==> src/rtl/div_pkg.sv <==
// Shared constants and state encoding for the divider recomposition block.
package div_pkg;
  localparam int DW = 8;
  localparam int CW = $clog2(DW);

  typedef enum logic [1:0] {IDLE, MUL, CMP, DONE} state_e;
endpackage

==> src/rtl/div_recompose_dp.sv <==
// Datapath: operand registers, shift-add accumulator, iteration counter and
// absolute-difference unit feeding the registered result outputs.
module div_recompose_dp
  import div_pkg::*;
(
  input  logic            clk,
  input  logic            rst_n,
  input  logic            load,
  input  logic            step,
  input  logic            capture,
  input  logic [2*DW-1:0] x,
  input  logic [DW-1:0]   y,
  input  logic [DW-1:0]   q,
  input  logic [DW-1:0]   r,
  output logic            last,
  output logic [2*DW-1:0] diff,
  output logic            diff_zero,
  output logic            y_zero,
  output logic [2*DW-1:0] recon,
  output logic [2*DW-1:0] err_dist,
  output logic            exact,
  output logic            div_zero
);
  logic [2*DW-1:0] x_q;
  logic [DW-1:0]   y_q;
  logic [DW-1:0]   q_q;
  logic [2*DW-1:0] acc;
  logic [CW-1:0]   i_q;
  logic [2*DW-1:0] addend;

  always_comb begin
    last      = (i_q == CW'(DW - 1));
    diff      = (x_q >= acc) ? (x_q - acc) : (acc - x_q);
    diff_zero = (diff == '0);
    y_zero    = (y_q == '0);
    addend    = q_q[i_q] ? ({{DW{1'b0}}, y_q} << i_q) : '0;
  end

  // acc starts at r so the final sum is q*y + r without a separate add.
  always_ff @(posedge clk or negedge rst_n) begin
    if (!rst_n) begin
      x_q      <= '0;
      y_q      <= '0;
      q_q      <= '0;
      acc      <= '0;
      i_q      <= '0;
      recon    <= '0;
      err_dist <= '0;
      exact    <= 1'b0;
      div_zero <= 1'b0;
    end else begin
      if (load) begin
        x_q <= x;
        y_q <= y;
        q_q <= q;
        acc <= {{DW{1'b0}}, r};
        i_q <= '0;
      end else if (step) begin
        acc <= acc + addend;
        i_q <= i_q + CW'(1);
      end
      if (capture) begin
        recon    <= acc;
        err_dist <= diff;
        exact    <= diff_zero;
        div_zero <= y_zero;
      end
    end
  end
endmodule

==> src/rtl/div_recompose.sv <==
// Recomposes q*y + r, measures |x - recon| and keeps error statistics.
// Handshake: a transfer happens on a rising edge where valid && ready are both high.
module div_recompose
  import div_pkg::*;
(
  input  logic            clk,
  input  logic            rst_n,
  input  logic            in_valid,
  output logic            in_ready,
  input  logic [2*DW-1:0] x,
  input  logic [DW-1:0]   y,
  input  logic [DW-1:0]   q,
  input  logic [DW-1:0]   r,
  output logic            out_valid,
  input  logic            out_ready,
  output logic [2*DW-1:0] recon,
  output logic [2*DW-1:0] err_dist,
  output logic            exact,
  output logic            div_zero,
  input  logic            stat_clr,
  output logic [15:0]     err_count,
  output logic [2*DW-1:0] err_max,
  output state_e          dbg_state
);
  state_e          state_q, state_d;
  logic            accept;
  logic            last;
  logic [2*DW-1:0] diff;
  logic            diff_zero;
  logic            y_zero;
  logic            stat_upd;

  assign in_ready  = (state_q == IDLE);
  assign accept    = in_valid && in_ready;
  assign dbg_state = state_q;
  assign stat_upd  = (state_q == CMP) && !diff_zero && !y_zero;

  div_recompose_dp u_dp (
    .clk       (clk),
    .rst_n     (rst_n),
    .load      (accept),
    .step      (state_q == MUL),
    .capture   (state_q == CMP),
    .x         (x),
    .y         (y),
    .q         (q),
    .r         (r),
    .last      (last),
    .diff      (diff),
    .diff_zero (diff_zero),
    .y_zero    (y_zero),
    .recon     (recon),
    .err_dist  (err_dist),
    .exact     (exact),
    .div_zero  (div_zero)
  );

  always_ff @(posedge clk or negedge rst_n) begin
    if (!rst_n) state_q <= IDLE;
    else        state_q <= state_d;
  end

  always_comb begin
    state_d = state_q;
    case (state_q)
      IDLE:    if (accept) state_d = MUL;
      MUL:     if (last) state_d = CMP;
      CMP:     state_d = DONE;
      DONE:    if (out_ready) state_d = IDLE;
      default: state_d = IDLE;
    endcase
  end

  always_ff @(posedge clk or negedge rst_n) begin
    if (!rst_n) out_valid <= 1'b0;
    else if (state_q == CMP) out_valid <= 1'b1;
    else if (state_q == DONE && out_ready) out_valid <= 1'b0;
  end

  // A clear on the same edge as an update wins; that result is dropped.
  always_ff @(posedge clk or negedge rst_n) begin
    if (!rst_n) begin
      err_count <= '0;
      err_max   <= '0;
    end else if (stat_clr) begin
      err_count <= '0;
      err_max   <= '0;
    end else if (stat_upd) begin
      if (err_count != 16'hFFFF) err_count <= err_count + 16'd1;
      if (diff > err_max) err_max <= diff;
    end
  end
endmodule

==> config.mk <==
export PLATFORM = sky130hd
export DESIGN_NAME = div_recompose
export DESIGN_NICKNAME = d
export VERILOG_FILES = /design/src/rtl/div_pkg.sv /design/src/rtl/div_recompose_dp.sv /design/src/rtl/div_recompose.sv
export SDC_FILE = /design/constraint.sdc
export NUM_CORES = 1
export LEC_CHECK = 0
export BUFFER_PORTS_ARGS = -buffer_cell sky130_fd_sc_hd__buf_2
export CAP_MARGIN = 20
export CORE_AREA = 3 3 129 131
export CTS_BUF_LIST = sky130_fd_sc_hd__clkbuf_4 sky130_fd_sc_hd__clkbuf_8 sky130_fd_sc_hd__clkbuf_16
export DETAILED_ROUTE_END_ITERATION = 6
export DIE_AREA = 0 0 132 134
export PLACE_DENSITY = 0.79
export SYNTH_ARGS = -nofsm -noshare
export SYNTH_HDL_FRONTEND = slang
export SYNTH_HIERARCHICAL = 1
export SYNTH_SLANG_ARGS = --single-unit
==> constraint.sdc <==
create_clock -name clk -period 4.8 [get_ports clk]
set_input_delay 0.72 -clock clk [delete_from_list [all_inputs] [get_ports clk]]
set_output_delay 0.72 -clock clk [all_outputs]
set_load 0.02 [all_outputs]
Yosys cells after proc, flatten, opt, wreduce, memory -nomap -nowiden. Index checks and enable logic that the tools add are counted.

Register bits: 120. Input bits: 45. Output and inout bits: 70. Logic and storage cells: 67.

$add $sub $neg: 5. Magnitude comparators: 3. Equality and inequality tests: 8. Shift operators: 1. Mux-type cells: 20. Reductions and logical operators: 17.

Operator list (count): $mux 16 (10); $sub 16x16->16 (2); $add 16x1->16 const B (1); $add 16x16->16 (1); $ge 16x16->1 (1); $gt 16x16->1 (1); $logic_not 16->1 (1); $ne 16x16->1 const B (1); $shl 8x3->16 (1); $reduce_bool 2->1 (5); $logic_not 8->1 (1); $pmux 2 s4 (1); $mux 2 (3); $mux 3 (2); $eq 2x2->1 const B (2); $logic_and 1x1->1 (4); $lt 3x4->1 const B (1); $ne 2x2->1 const B (2); $reduce_and 2->1 (2); $add 3x1->3 const B (1); $bmux 1 s3 (1); $eq 3x3->1 const B (1); $mux 1 (3); $reduce_and 3->1 (1); other kinds (4) (5).

Depth between registers and ports, before layout. Gate-level depths: netlist (run 1).

Depth in word-level cells: 8. Mapped depth: 21. Gate-level depth less buffers: 18.

Cells and area by module. The synthesis (run 1) kept the hierarchy.

By module, submodules not included: div_recompose_dp (times used 1, cells an instance 671, area each 6154.7 sq um, sequential area each 2127.0 sq um); div_recompose (times used 1, cells an instance 206, area each 2019.4 sq um, sequential area each 875.8 sq um).

Worst setup path before layout (run 1). OpenSTA, ideal clock, no wires.

Path kind: register -> register. Start: register u_dp.acc[2]. End: register err_max[3]. Library setup time: 121 ps. Data arrival time: 4363 ps. Data required time: 4679 ps. Slack: 316 ps. Stages on the path, launching flop included: 19. Buffers on the path: 3. Clock period less this slack: 4484 ps. Cell sequence: dfrtp_1 -> ha_1 -> nor2b_4 -> o31a_1 -> o21a_4 -> o31a_1 -> buf_6 -> or4_4 -> o2111ai_2 -> inv_1 -> ha_1 -> nand4_2 -> nor2_1 -> or4_1 -> a211o_1 -> and3b_1 -> buf_6 -> buf_6 -> a22o_1.

Word-level cells in the longest chain between the ends: 8. Elaborated cells on any way between the ends: 15. Classes of those cells: 2 x add/sub; 2 x order compare; 4 x mux; 7 x reduce/logical.

RTL lines: from (decl) (RTL line div_recompose_dp.sv:27) `logic [2*DW-1:0] acc;`; from (signal assigned) (RTL line div_recompose_dp.sv:56) `acc <= {{DW{1'b0}}, r};`; from (signal assigned) (RTL line div_recompose_dp.sv:59) `acc <= acc + addend;`; $sub 16x16->16 or $ge 16x16->1 (tied branches) (RTL line div_recompose_dp.sv:33) `diff = (x_q >= acc) ? (x_q - acc) : (acc - x_q);`; $mux 16 (*) (RTL line div_recompose_dp.sv:33); net diff[13] (RTL line div_recompose.sv:28) `logic [2*DW-1:0] diff;`; parallel branches: the longest is 5 deep, another holds $gt 16x16->1; $reduce_and 2->1 (no line) (*); to (signal assigned) (RTL line div_recompose.sv:90) `if (diff > err_max) err_max <= diff;`; to (decl) (RTL line div_recompose.sv:22) `output logic [2*DW-1:0] err_max,`.

Mark *: on every way through the listed nets, which the timed path passes. The select of a mux whose other input is x is not followed. A chain may end at the register's enable or synchronous reset.

Final worst setup path (run 1).
Start: register u_dp.x_q[2]. End: register err_max[2].

Word-level cells in the longest chain between the ends: 8. Elaborated cells on any way between the ends: 15. Classes of those cells: 2 x add/sub; 2 x order compare; 4 x mux; 7 x reduce/logical.

RTL lines: from (decl) (RTL line div_recompose_dp.sv:24) `logic [2*DW-1:0] x_q;`; from (signal assigned) (RTL line div_recompose_dp.sv:42) `x_q <= '0;`; from (signal assigned) (RTL line div_recompose_dp.sv:53) `x_q <= x;`; $sub 16x16->16 or $ge 16x16->1 (tied branches) (RTL line div_recompose_dp.sv:33); $mux 16 (*) (RTL line div_recompose_dp.sv:33); net diff[11] (RTL line div_recompose.sv:28); parallel branches: the longest is 5 deep, another holds $gt 16x16->1; $reduce_and 2->1 (no line) (*).

Marked as above.

==> results.ini, run 1 <==
[route]
detail_route.wirelength_mm = 20.35
vias_after_detailed_routing = 7010
firstDrtPassIters = 5
post_detailed_route_count_of_antenna_violating_nets = 0
dr_wl_cell_um = 16.64
drc_errors = 0
via_per_inst = 5.732
initial_drc_count = 393

[timing]
setup_viol_count_final = 0
layout_worst_path_cycle_share = 0.9487
clock.fmax_mhz = 219.6
report.final.hold_viol_count = 0
slew_at_the_pin_closest_to_its_max_slew_limit_ns = 0.8654
timing.max_slew.rel_slack = 0.4192
period_needed_ns = 4.554
clock-skew-final_ns = 0.008492
hold_ws_ns = 0.2351
final_max_slew_viol_count = 0

[die]
die_y_um = 134
floorplan.die.width_um = 132
placementRows = 46
ioPinCount = 115
die_area_mm2 = 0.01769
area_of_the_placeable_core_mm2 = 0.01571
floorplan.initialDensity = 0.5202

[clock_tree]
ctsHtreeMaxLevel = 4
tritoncts = done
cts_root_buf = sky130_fd_sc_hd__clkbuf_16
clkTransAtPathRegs_ns = 0.05
clock_sinks = 120
post_cts_hold_buffer_count = 0
clock_latency_ns = 0.42
numCtsBuffers = 17
cts_buffer_depth = 2

[worst_setup_path]
critPathMaxStageDelay_ns = 0.52
end_kind = flop
crit_path_top_delay_cell = sky130_fd_sc_hd__or4_1
worstPathRequired_ns = 5.15
startpoint_kind_of_the_worst_setup_timing_path = flop
cp_max_fo = 15
sequence_of_cells_on_the_critical_path = inv_1, ha_1, nor2b_4, o31a_1, o21a_4, o31ai_4, nand2_2, a211oi_1, a21oi_1, xor2_1, ha_1, a21oi_1, nor2_1, or4_1, a211o_1, a21oi_2, buf_4, a22o_1
critical_path_arrival_ns = 4.90
path_class = reg2reg

[global_routing]
grt_util_all_layers = 0.2298
grt_first_pass_wirelength_mm = 33.41
number_of_antenna_violations_at_the_first_check_in_global_routing = 0
first_global_vias = 6846
grt_max_degree = 48
grt-ovfl-total = 0

[placed_design]
detailedPlacementHpwl_mm = 15.20
gpl.final_weighted_congestion = 0.9294
io_buffer_count = 114
placed_cells_incl_taps = 1192

[finish]
utilization = 0.6109
final_cells = 1223
syn2layout_area_growth_pct = 17.43
fill_cells = 1383
mostFrequentLayoutCell = sky130_fd_sc_hd__dfrtp_1
antenna-diode-count = 0
design.final.nets = 1112
post_route_cells_drive_above_1_share = 0.2383
final_cell_mix = sky130_fd_sc_hd__dfrtp_1 (120), sky130_fd_sc_hd__buf_2 (113), sky130_fd_sc_hd__inv_1 (73)

[logic_synthesis]
synthesis.area_mm2 = 0.008174
synth_xor_area_frac = 0.03429
ys_async_sr_fraction = 1.000
synth.avg_cell_area_um2 = 9.321
dominantRegCellSynth = sky130_fd_sc_hd__dfrtp_1
mappedNetlistNets = 994
yosys_warnings = 6
synth.distinct_cells = 78
synth_compound_gate_area_share = 0.1748
yosys-mux-area-fraction = 0.09429
synth-seq-cells = 120
synth-simple-area-share = 0.1615
synthAdderAreaFrac = 0.1130
synth_cells = 877
synth_top_family_by_area = compound AO/OA/AOI/OAI gates
synth.yosys.seq_area_share = 0.3674
synth_edf_count = 0

[min_path]
min_path_type = in2async

[flow_run]
max-cap-violations = 0

[status]
outcome = completed

-- per-stage QoR --
step / setup WS [ns] / TNS [ns] / instance area, um2
after detailed placement: 0.1553 / 0 / 9020
final: 0.2461 / 0 / 9599
after global placement: 0.2592 / 0 / 9020
after floorplan: 0.3158 / 0 / 8174
after global routing: -0.004990 / -0.004990 / 9599
after CTS: 0.1173 / 0 / 9595
-- critical path: cells and delay by family, from the launching register on --
kind                     cells  cell delay [ns]
AND/OR/NAND/NOR              4             0.92
AO/OA/AOI/OAI                9             1.93
buffers and inverters        2             0.28
flip-flops                   1             0.35
adder cells (fa/ha/maj)      2             0.70
XOR/XNOR                     1             0.31
-- timing repair --
| action | 4_1_cts | 5_1_grt |
|---|---|---|
| setup endpoints to repair | 0 | 15 |
| gates resized for setup | 0 | 2 |
| buffers inserted | 0 | 0 |
-- state kept, by name (all words and copies together), names as in the netlist, 2 cells and up --
name and count:
dbg_state 2, err_count 16, err_max 16, u_dp/acc 16, u_dp/err_dist 16, u_dp/i_q 3, u_dp/q_q 8, u_dp/recon 16
u_dp/x_q 16, u_dp/y_q 8
-- layer usage --
| layer | global-route usage | up-vias | share of wire |
|---|---|---|---|
| li1 | - | 3364 | - |
| met5 | 0 | - | 0 |
| met4 | 0.07876 | 0 | 0.023 |
| met3 | 0.04801 | 38 | 0.053 |
| met1 | 0.2964 | 3376 | 0.44 |
| met2 | 0.3868 | 232 | 0.48 |
-- cell usage after synthesis (5+ instances only) --
cell type / number / share of area
sky130_fd_sc_hd__and3_1: 8 / 0.0061
sky130_fd_sc_hd__ha_1: 69 / 0.11
sky130_fd_sc_hd__and2_1: 14 / 0.011
sky130_fd_sc_hd__buf_1: 5 / 0.0023
sky130_fd_sc_hd__xor2_1: 8 / 0.0086
sky130_fd_sc_hd__o211ai_1: 5 / 0.0046
sky130_fd_sc_hd__a31oi_1: 6 / 0.0046
sky130_fd_sc_hd__nor2b_1: 11 / 0.0084
sky130_fd_sc_hd__mux2_2: 44 / 0.061
sky130_fd_sc_hd__inv_1: 73 / 0.034
sky130_fd_sc_hd__nand2_1: 69 / 0.032
sky130_fd_sc_hd__nand4_1: 10 / 0.0077
sky130_fd_sc_hd__mux2i_1: 23 / 0.028
sky130_fd_sc_hd__a21oi_1: 58 / 0.036
sky130_fd_sc_hd__dfrtp_1: 120 / 0.37
sky130_fd_sc_hd__xnor2_1: 24 / 0.026
sky130_fd_sc_hd__a211oi_1: 8 / 0.0073
sky130_fd_sc_hd__nand3_1: 20 / 0.012
sky130_fd_sc_hd__nor3_1: 19 / 0.012
sky130_fd_sc_hd__a22o_1: 15 / 0.016
sky130_fd_sc_hd__nor2_1: 71 / 0.033
sky130_fd_sc_hd__clkbuf_1: 25 / 0.011
sky130_fd_sc_hd__a21o_1: 12 / 0.011
sky130_fd_sc_hd__o21a_1: 9 / 0.0083
sky130_fd_sc_hd__o21ai_0: 40 / 0.024
sky130_fd_sc_hd__or4_1: 5 / 0.0046
-- final cells by class --
cell class / count / area (um2) / share of cell area
clock inverters: 9 / 100.1 / 0.01043
multi-input cells: 646 / 4731 / 0.4928
clock buffers: 22 / 475.5 / 0.04953
inverters: 73 / 274.0 / 0.02855
well taps: 216 / 270.3 / 0.02815
flip-flops and latches: 120 / 3003 / 0.3128
repair buffers: 137 / 745.7 / 0.07769
-- kinds of logic (layout without fill, tap and decap cells) --
| group | after synthesis | count (layout) |
|---|---|---|
| DFF | 120 | 120 |
| xor gates and xnor gates | 32 | 32 |
| adders and majority gates | 72 | 72 |
| AOI/OAI and AO/OA | 210 | 210 |
| and+or+nand+nor | 263 | 263 |
| muxes | 69 | 69 |
| buffers and inverters | 111 | 241 |
-- path summary, 6_finish.rpt --
path,startpoint,end,slack (ns),cells after the start
worst max-delay path,u_dp/x_q[2]$_DFFE_PN0P_,err_max[2]$_DFFE_PN0P_,0.25,18
min in group clk,out_valid$_DFFE_PN0P_,out_valid$_DFFE_PN0P_,0.48,1
worst max register to register,u_dp/x_q[2]$_DFFE_PN0P_,err_max[2]$_DFFE_PN0P_,0.25,18
max in group asynchronous,rst_n,u_dp/y_q[6]$_DFFE_PN0P_,3.64,2
worst min register to register,out_valid$_DFFE_PN0P_,out_valid$_DFFE_PN0P_,0.48,1
worst min-delay path,rst_n,u_dp/err_dist[14]$_DFFE_PN0P_,0.24,1
Power of run 1 is not shown: default switching activity piles up to over one toggle a cycle in this logic, so the estimate is an artifact.
==> inputs of run 2 (changes only) <==
Settings changed: ABC_AREA set to 1, CORE_AREA 3 3 129 131 to 3 3 133 135, DIE_AREA 0 0 132 134 to 0 0 136 138, PLACE_DENSITY 0.79 to 0.81, SLEW_MARGIN set to 0.
==> results.ini, run 2 <==
[status]
outcome = completed

[worst_setup_path]
ff2ff_path_depth = 23
crit_path_end = err_max[6]$_DFFE_PN0P_
worstReg2RegEnd = err_max[6]$_DFFE_PN0P_
ff2ff_setup_slack_ns = 0.98
startpoint_kind_of_the_worst_setup_timing_path = flop
path_class = reg2reg
end_kind = flop
reg2reg_from = u_dp/acc[0]$_DFFE_PN0P_
cp-startpoint = u_dp/acc[0]$_DFFE_PN0P_
cp_max_fo = 17
critical_path_arrival_ns = 4.18
worstPathRequired_ns = 5.15

[logic_synthesis]
yosys.cell_count.top_type = sky130_fd_sc_hd__nand2_1
synth_cells = 1262
dominantRegCellSynth = sky130_fd_sc_hd__dfrtp_1
synthDominantCellAreaShare = 0.3350
synth_area_leaders = sky130_fd_sc_hd__dfrtp_1 (34%), sky130_fd_sc_hd__nand2_1 (16%), sky130_fd_sc_hd__ha_1 (9.6%)
mappedNetlistNets = 1379
synth-seq-cells = 120
synth_top_cells_by_count = sky130_fd_sc_hd__nand2_1 (373), sky130_fd_sc_hd__inv_1 (183), sky130_fd_sc_hd__dfrtp_1 (120)
synthesis.area_mm2 = 0.008964
synth.distinct_cells = 49
ys_async_sr_fraction = 1.000
most_area_hungry_cell_type_in_the_yosys_netlist = sky130_fd_sc_hd__dfrtp_1
yosys_warnings = 6
synth.yosys.seq_area_share = 0.3350
synth_edf_count = 0
synth.avg_cell_area_um2 = 7.103

[placed_design]
gpl.final_weighted_congestion = 1.006
pre_cts_ws_ns = 0.9966
detailedPlacementHpwl_mm = 18.30
io_buffer_count = 114

[global_routing]
grt_max_degree = 49
global_route.peak_usage_layer = met2
grtUsageMet1 = 0.3287
globalRouteMet3Util = 0.03852
grt_util_all_layers = 0.2531
grt_use_met2 = 0.4209
number_of_antenna_violations_at_the_first_check_in_global_routing = 0
grt_first_pass_wirelength_mm = 38.67
first_global_vias = 8255
grt-ovfl-total = 0

[clock_tree]
post_cts_resize_count = 0
clkTransAtPathRegs_ns = 0.06
postCtsSetupRepairBufs = 0
ctsHtreeMaxLevel = 4
clock_latency_ns = 0.42
numCtsBuffers = 17
cts_root_buf = sky130_fd_sc_hd__clkbuf_16
cts_buffer_depth = 2
tritoncts = done
clock_sinks = 120
post_cts_hold_buffer_count = 0

[timing]
layout_worst_path_cycle_share = 0.7961
totalNegativeSetupSlack_ns = 0
postLayoutSetupSlackWorst_ns = 0.9785
period_needed_ns = 3.821
report.final.hold_viol_count = 0
clock-skew-final_ns = 0.01080
slew_at_the_pin_closest_to_its_max_slew_limit_ns = 0.9382
setup_repair_after_global_routing_missed_its_margin = no
setup_viol_count_final = 0
final_max_slew_viol_count = 0
clock.fmax_mhz = 261.7
timing.max_slew.rel_slack = 0.3707

[die]
placementRows = 47
die_area_mm2 = 0.01877
floorplan.initialDensity = 0.5405
floorplan.die.width_um = 136
area_of_the_placeable_core_mm2 = 0.01658
ioPinCount = 115
die_y_um = 138

[finish]
final_cell_mix = sky130_fd_sc_hd__nand2_1 (373), sky130_fd_sc_hd__inv_1 (182), sky130_fd_sc_hd__dfrtp_1 (120)
post_route_cells_drive_above_1_share = 0.1650
utilization = 0.6178
design.final.nets = 1480
syn2layout_area_growth_pct = 14.29
fill_cells = 1565
antenna-diode-count = 0
mostFrequentLayoutCell = sky130_fd_sc_hd__nand2_1

[route]
vias_after_detailed_routing = 8557
detail_route.wirelength_mm = 23.77
drc_errors = 0
dr_wl_cell_um = 14.89
post_detailed_route_count_of_antenna_violating_nets = 0
via_per_inst = 5.362
initial_drc_count = 589
firstDrtPassIters = 5

[min_path]
min_path_type = in2async

[flow_run]
max-cap-violations = 0

[run 2: cell types whose count changed after synthesis, sizes merged, moves of 12 or more]
cell   previous run  this run
a21oi            59        40
a22o             15         0
inv              73       191
mux2             44         0
mux2i            23         1
nand2            70       414
nand3            20        81
nand4            11        35
nor2b            12         0
o21ai            44        98
xnor2            24         6
xor2              8        23
[run 2: kinds of logic (layout without fill, tap and decap cells)]
group	Yosys count	after routing	synth area share
and+or+nand+nor	635	635	0.3166
DFF	120	120	0.3350
buffers and inverters	230	344	0.1059
AOI/OAI and AO/OA	175	175	0.1100
xor gates and xnor gates	29	29	0.02834
muxes	1	1	0.001117
adders and majority gates	72	72	0.1030
[run 2: worst min-delay path by stage]
stage                                       start                        end
after floorplan                             rst_n   dbg_state[0]$_DFFE_PN0P_
after global placement    u_dp/q_q[7]$_DFFE_PN0P_    u_dp/q_q[7]$_DFFE_PN0P_
after detailed placement  u_dp/q_q[7]$_DFFE_PN0P_    u_dp/q_q[7]$_DFFE_PN0P_
after CTS                                   rst_n  err_count[15]$_DFFE_PN0P_
after global routing                        rst_n    err_max[10]$_DFFE_PN0P_
final                                       rst_n     err_max[8]$_DFFE_PN0P_
[run 2: area by class of cell]
type	instances	area [um2]	share of cell area
timing repair buffer	120	618.1	0.06033
multi-input combinational	912	5011	0.4891
clock inverter	14	172.7	0.01685
inverter	192	725.7	0.07084
tap	220	275.3	0.02687
clock buffer	18	439.2	0.04287
sequential	120	3003	0.2931
[run 2: per-stage QoR]
step | area [um2] | std cells | hold slack, ns
floorplan | 8964 | 1262 | 0.4244
finish | 10240 | 1596 | 0.2195
global route | 10240 | 1596 | 0.2422
detailed placement | 9633 | 1564 | 0.4555
global placement | 9633 | 1564 | 0.4535
CTS | 10240 | 1596 | 0.2133
[run 2: critical path: stages (launching register included)]
cell                      delay [ns]
sky130_fd_sc_hd__dfrtp_1        0.41
sky130_fd_sc_hd__ha_1           0.24
sky130_fd_sc_hd__fa_1           0.41
sky130_fd_sc_hd__inv_1          0.13
sky130_fd_sc_hd__nand3_2        0.07
sky130_fd_sc_hd__nand3_1        0.16
sky130_fd_sc_hd__nand2_2        0.10
sky130_fd_sc_hd__nand3_4        0.09
sky130_fd_sc_hd__nand2_2        0.07
sky130_fd_sc_hd__nand2_4        0.21
sky130_fd_sc_hd__nand2_1        0.07
sky130_fd_sc_hd__o21ai_1        0.20
sky130_fd_sc_hd__ha_1           0.32
sky130_fd_sc_hd__nand2_1        0.07
sky130_fd_sc_hd__nand2_1        0.04
sky130_fd_sc_hd__nand2_1        0.05
sky130_fd_sc_hd__nand2_1        0.04
sky130_fd_sc_hd__nand2_1        0.05
sky130_fd_sc_hd__nand2_1        0.04
sky130_fd_sc_hd__nand2_1        0.05
sky130_fd_sc_hd__nand2_1        0.31
sky130_fd_sc_hd__nand2_2        0.38
sky130_fd_sc_hd__nand3_1        0.12
sky130_fd_sc_hd__nand2_1        0.10
[run 2: routing by layer]
layer / vias to the layer above / routed length, um
met5: - / 0
met4: 0 / 679
met3: 61 / 1443
met2: 330 / 11420
met1: 3915 / 10220
li1: 4251 / -
Power of run 2 is left out for the same reason.
